`config.mk`:
```
export PLATFORM = sky130hd
export DESIGN_NAME = usr_sequencer
export DESIGN_NICKNAME = d
export VERILOG_FILES = /design/src/rtl/usr_sequencer.sv
export SDC_FILE = /design/constraint.sdc
export NUM_CORES = 1
export LEC_CHECK = 0
export ABC_AREA = 1
export CAP_MARGIN = 20
export CORE_ASPECT_RATIO = 2
export CORE_MARGIN = 2
export CORE_UTILIZATION = 30
export CTS_CLUSTER_DIAMETER = 60
export DETAILED_ROUTE_END_ITERATION = 6
export GPL_ROUTABILITY_DRIVEN = 0
export PLACE_DENSITY_LB_ADDON = 0.3
export SKIP_LAST_GASP = 1
export SLEW_MARGIN = 5
export SYNTH_ARGS = -nofsm -noshare
export SYNTH_HDL_FRONTEND = slang
export SYNTH_SLANG_ARGS = --single-unit
```
`constraint.sdc`:
```
create_clock -name clk -period 1.82 [get_ports clk]
set_input_delay 0.364 -clock clk [delete_from_list [all_inputs] [get_ports clk]]
set_output_delay 0.364 -clock clk [all_outputs]
set_load 0.01 [all_outputs]
```
`src/rtl/usr_sequencer.sv`:
```
// Command-driven sequencer for a W-bit universal shift register (load/shr/shl/rotr with count).
// Define USR_SEQ_ROTATE_EN to enable op 11 as rotate-right; otherwise op 11 reports cmd_err.
module usr_sequencer #(
    parameter int unsigned W  = 4,
    parameter int unsigned CW = 3
) (
    input  logic          clk,
    input  logic          reset,
    input  logic          cmd_valid,
    output logic          cmd_ready,
    input  logic [1:0]    cmd_op,
    input  logic [CW-1:0] cmd_count,
    input  logic [W-1:0]  cmd_data,
    input  logic          cmd_fill,
    input  logic [W-1:0]  usr_q,
    output logic [1:0]    usr_s,
    output logic [W-1:0]  usr_in,
    output logic          usr_msb,
    output logic          usr_lsb,
    output logic          busy,
    output logic          done,
    output logic          cmd_err
);

`ifdef USR_SEQ_ROTATE_EN
    localparam logic RotateEn = 1'b1;
`else
    localparam logic RotateEn = 1'b0;
`endif

    localparam logic [1:0] StIdle  = 2'd0;
    localparam logic [1:0] StLoad  = 2'd1;
    localparam logic [1:0] StShift = 2'd2;
    localparam logic [1:0] StDone  = 2'd3;

    localparam logic [1:0] OpLoad = 2'b00;
    localparam logic [1:0] OpShr  = 2'b01;
    localparam logic [1:0] OpShl  = 2'b10;
    localparam logic [1:0] OpRotr = 2'b11;

    logic [1:0]    state_q, state_d;
    logic [CW-1:0] remaining_q, remaining_d;
    logic [1:0]    op_q, op_d;
    logic [W-1:0]  data_q, data_d;
    logic          fill_q, fill_d;

    // Only usr_q[0] is needed for rotation feedback.
    logic usr_q_unused;
    assign usr_q_unused = ^usr_q[W-1:1];

    always_comb begin
        state_d     = state_q;
        remaining_d = remaining_q;
        op_d        = op_q;
        data_d      = data_q;
        fill_d      = fill_q;
        case (state_q)
            StIdle: begin
                if (cmd_valid) begin
                    op_d   = cmd_op;
                    data_d = cmd_data;
                    fill_d = cmd_fill;
                    if (cmd_op == OpLoad) begin
                        state_d = StLoad;
                    end else if (cmd_op == OpRotr && !RotateEn) begin
                        state_d = StDone;
                    end else if (cmd_count != '0) begin
                        state_d     = StShift;
                        remaining_d = cmd_count;
                    end else begin
                        state_d = StDone;
                    end
                end
            end
            StLoad: state_d = StDone;
            StShift: begin
                remaining_d = remaining_q - CW'(1);
                if (remaining_q <= CW'(1)) begin
                    state_d     = StDone;
                    remaining_d = '0;
                end
            end
            StDone:  state_d = StIdle;
            default: state_d = StIdle;
        endcase
    end

    always_ff @(posedge clk or posedge reset) begin
        if (reset) begin
            state_q     <= StIdle;
            remaining_q <= '0;
            op_q        <= '0;
            data_q      <= '0;
            fill_q      <= 1'b0;
        end else begin
            state_q     <= state_d;
            remaining_q <= remaining_d;
            op_q        <= op_d;
            data_q      <= data_d;
            fill_q      <= fill_d;
        end
    end

    always_comb begin
        usr_s   = 2'b00;
        usr_in  = data_q;
        usr_msb = 1'b0;
        usr_lsb = 1'b0;
        case (state_q)
            StLoad: usr_s = 2'b11;
            StShift: begin
                case (op_q)
                    OpShr: begin
                        usr_s   = 2'b01;
                        usr_msb = fill_q;
                    end
                    OpShl: begin
                        usr_s   = 2'b10;
                        usr_lsb = fill_q;
                    end
                    OpRotr: begin
                        if (RotateEn) begin
                            usr_s   = 2'b01;
                            usr_msb = usr_q[0];
                        end
                    end
                    default: ;
                endcase
            end
            default: ;
        endcase
    end

    assign cmd_ready = (state_q == StIdle);
    assign busy      = (state_q != StIdle);
    assign done      = (state_q == StDone);
    assign cmd_err   = done && (op_q == OpRotr) && !RotateEn;

endmodule

```
# Yosys cells after proc, flatten, opt, wreduce, memory -nomap -nowiden
# Cells that the tools add are included.
dict set report word_totals {
  register_bits 12
}
dict set report op_classes {
  addsub 1
  magnitude_cmp 1
  n_eq_ne 12
  n_mux 18
  reduce_logical 9
}
# cell count
set ops {}
lappend ops {{$mux W3} 5}
lappend ops {{$eq A2 B2 Y1 const B} 5}
lappend ops {{$ne A2 B2 Y1 const B} 4}
lappend ops {{$pmux W2 S2} 2}
lappend ops {{$pmux W2 S4} 1}
lappend ops {{$mux W1} 6}
lappend ops {{$mux W2} 3}
lappend ops {{$pmux W3 S2} 1}
lappend ops {{$reduce_and A5 Y1} 1}
lappend ops {{$eq A2 B1 Y1 const B} 2}
lappend ops {{$logic_not A2 Y1} 2}
lappend ops {{$reduce_and A2 Y1} 2}
lappend ops {{$reduce_bool A2 Y1} 2}
lappend ops {{$le A3 B1 Y1 const B} 1}
lappend ops {{$reduce_bool A3 Y1} 1}
lappend ops {{$sub A3 B1 Y3 const B} 1}
lappend ops {{$ne A2 B1 Y1 const B} 1}
lappend ops {{$logic_and A1 B1 Y1} 1}

# Depth between registers and ports, before layout
dict set report depth {
  ltp_word 6
  depth_mapped 9
  ltp_nobuf 9
}

# Least setup slack after synthesis
# OpenSTA, ideal clock, no wires.
dict set report synth_path {
  path_kind {flip-flop to output port}
  startpoint {reg state_q[0]}
  endpoint {out usr_s[0]}
  t_arrival_ns 1.164
  setup_slack_ns 0.292
  path_stages_with_launch 7
  n_path_buf 0
  path_cell_list {dfrtp_1 -> inv_1 -> ha_1 -> inv_2 -> nor2_1 -> nand2_1 -> a21oi_1}
}
dict set report synth_between {
  elab_chain_len 2
}
# item line_no
set synth_rtl {}
lappend synth_rtl {{start, declared} 41} ;# logic [1:0] state_q, state_d;
lappend synth_rtl {{start signal, assigned} 90} ;# state_q <= StIdle;
lappend synth_rtl {{start signal, assigned} 96} ;# state_q <= state_d;
lappend synth_rtl {{$eq A2 B2 Y1 or $eq A2 B1 Y1 (tied branches)} 109} ;# case (state_q)
lappend synth_rtl {{$pmux W2 S2 (*)} 109}
lappend synth_rtl {{end, declared} 16} ;# output logic [1:0] usr_s,
# Every way passes the cells marked *; elsewhere a longest branch is shown, timed or not.

# Worst setup path after layout
dict set report layout_path {
  startpoint {reg state_q[1]}
  endpoint {out usr_s[0]}
}
# Same word-level chain as after synthesis.

==> impl_metrics.yaml <==
global_route:
  globalRouteOverflowTotal: 0
  grt_usage_pct: 13.9
  antenna_found_initial: 0
  grt_pass1_vias: 805
  grt_max_degree: 13
  grt_pass1_wl_um: 3070
die:
  die_w_um: 40.4
  io_pins: 29
  die-area_um2: 3110
  initial_core_util_pct: 31.4
  rows: 26
  core_area_um2: 2540
  die_h_um: 76.9
clocking:
  clock_latency_ps: 240
  cts.clk_slew.worst_paths_ps: 50
  h-tree-depth: 1
  cts_sinks: 12
  clockBufferDepth: 2
  cts_tree: "built"
  cts_buffers: 3
  cts_root_buffer: "clkbuf_8"
logic_synthesis:
  syn_inst: 113
  syn_area_per_cell_um2: 7.05
  synthFlopType: "dfrtp_1"
  synth_area_leaders: "dfrtp_1 38%, nand2_1 19%, ha_1 11%"
  yosysMostFrequentCell: "nand2_1"
  synth.cell_area_um2: 797
  yosys.cell_types.count: 15
  async_reset_ff_share_pct: 100
  synth-seq-cells: 12
  ys_seq_area_share_pct: 37.7
  synth_nets: 137
  synth_top_area_share_pct: 37.7
  ys_top_cells_by_count: "41 x nand2_1, 19 x inv_1, 12 x dfrtp_1"
  synth_area_leader_cell: "dfrtp_1"
  synth_edf_count: 0
  yosys_warnings: 0
sta:
  slew_viol_final: 0
  holdWs_ps: 430
  fin_setup_tns_ps: 0
  finalCritPeriodShare_pct: 96.2
  fin_skew_ps: 3.01
  rsz0062_at_grt: "true"
  tightestPinTransition_ps: 452
  hold_viol: 0
  setup_viol: 0
  fmax_mhz: 571
  relSlewSlack_pct: 69.8
  layout_min_cycle_time_ps: 1750
power:
  sw_frac_of_total_pct: 41.1
  p_clk_share_pct: 15.0
  leakage_nw: 0.642
  total_power_mw: 1.91
  power.internal_mw: 1.13
  combPwrFrac_pct: 59.8
  vdd_drop_max_uv: 736
  power_per_cell_area_nw_per_um2: 1630
  seqPwrFrac_pct: 25.3
  power.switching_mw: 0.784
final_layout:
  fill_cells: 256
  nets: 175
  syn2layout_area_growth_pct: 47.1
  final_cells: 178
  multi_input_area_um2: 418
  fin_util_pct: 46.2
  drive_gt1_share_pct: 16.7
  antenna_cells: 0
  regArea_um2: 300
setup_path:
  cp_max_fo: 3
  critPathLaunchType: "flop"
  crit_type: "flop to output port"
  r2r-start: "state_q[1]$_DFFE_PP0P_"
  cpMaxStageDelayCell: "dfrtp_1"
  cp.arrival_ps: 1390
  cp-end-kind: "output port"
  crit_start: "state_q[1]$_DFFE_PP0P_"
  crit_required_ps: 1460
  crit_path_max_incr_delay_ps: 370
  crit_chain: "buf_4, ha_2, inv_2, nor2_1, nand2_1, a21oi_1, clkbuf_2"
placement:
  dp_hpwl_um: 1470
  dp_cells: 173
  portBuffers: 24
drt:
  ant_nets: 0
  wl_per_cell_um: 9.98
  wl_um: 1780
  initialDrtViolationCount: 8
  num_vias: 790
  drc_errors: 0
  drt_pass1_iterations: 3
  via_per_inst: 4.44
run_status:
  status: "finished, final reports clean"
job:
  drv_cap: 0
hold_path:
  holdCritPathClass: "input pin to async pin"
cells by family (layout without fill, tap and decap cells):
group | after synthesis | count (layout) | synth area share, %
AOI/OAI and AO/OA | 8 | 8 | 5.02
adders and majority gates | 7 | 7 | 11.0
buffers and inverters | 21 | 58 | 10.2
DFF | 12 | 12 | 37.7
and+or+nand+nor | 65 | 65 | 36.1
final timing paths:
kind	slack, ps	depth (start not counted)	endpoint
max	70	7	usr_s[0]
min	430	2	remaining_q[2]$_DFFE_PP0P_
max reg2reg	270	10	state_q[0]$_DFFE_PP0P_
min reg2reg	480	2	usr_in[2]$_DFFE_PP0P_
max in group asynchronous	1080	2	usr_in[1]$_DFFE_PP0P_
min in group clk	480	2	usr_in[2]$_DFFE_PP0P_
metal layers:
metal  routed length [µm]  GRT usage (%)  up-vias
met2                  936           23.2       19
li1                     -              -      416
met3                   84           1.73        6
met1                  701           14.6      349
met5                    0              0        -
met4                   54           9.33        0
timing repair:
action | in CTS | in global routing
hold buffers | 0 | 0
resized for setup | 10 | 8
gates cloned | 0 | 0
endpoints found under the setup margin | 8 | 4
hold endpoints to repair | 0 | 0
pin swaps | 0 | 0
setup buffers | 1 | 0
layout make-up:
| cell class | instances | area share [%] |
|---|---|---|
| Sequential cell | 12 | 25.6 |
| Tap cell | 28 | 2.99 |
| Inverter | 21 | 6.94 |
| Clock buffer | 4 | 4.70 |
| Timing Repair Buffer | 33 | 24.1 |
| Multi-Input combinational cell | 80 | 35.6 |
power by group through the flow:
stage	clock network (mW)	logic (mW)	registers (mW)
global route	0.309	1.30	0.500
floorplan	0	0.655	0.499
finish	0.286	1.14	0.483
detailed placement	0	1.18	0.492
global placement	0	1.16	0.487
CTS	0.298	1.17	0.484
cell usage in the layout (no fill, tap or decap):
master,n
o21ai_0,4
a21oi_1,3
inv_1,19
inv_4,1
o21ai_1,1
inv_2,1
nand4_4,1
ha_1,6
buf_2,1
ha_2,1
clkbuf_8,4
nand4_1,1
clkbuf_2,3
nor2_1,8
nand3_1,9
nand2_2,4
clkdlybuf4s50_1,16
buf_4,9
dlygate4sd2_1,4
or2_0,1
nand2_1,41
dfrtp_1,12
registers in the layout, summed over array words and instances (netlist names):
name / cells
remaining_q: 3
state_q: 2
op_q: 2
usr_in: 4
fill_q: 1
worst max-delay path: cells and delay by family, from the launching register on:
kind / cells / cell delay (ps)
AND/OR/NAND/NOR: 2 / 150
adder cells (fa/ha/maj): 1 / 190
buffers and inverters: 3 / 300
flip-flops: 1 / 370
AO/OA/AOI/OAI: 1 / 130
stage by stage:
step,setup WS (ps),instance area [µm²]
global placement,-61.8,1130
detailed placement,-67.4,1130
global route,-37.5,1170
CTS,-88.5,1190
finish,68.8,1170
floorplan,292,797
No activity file was read; power rests on OpenSTA's default activity.
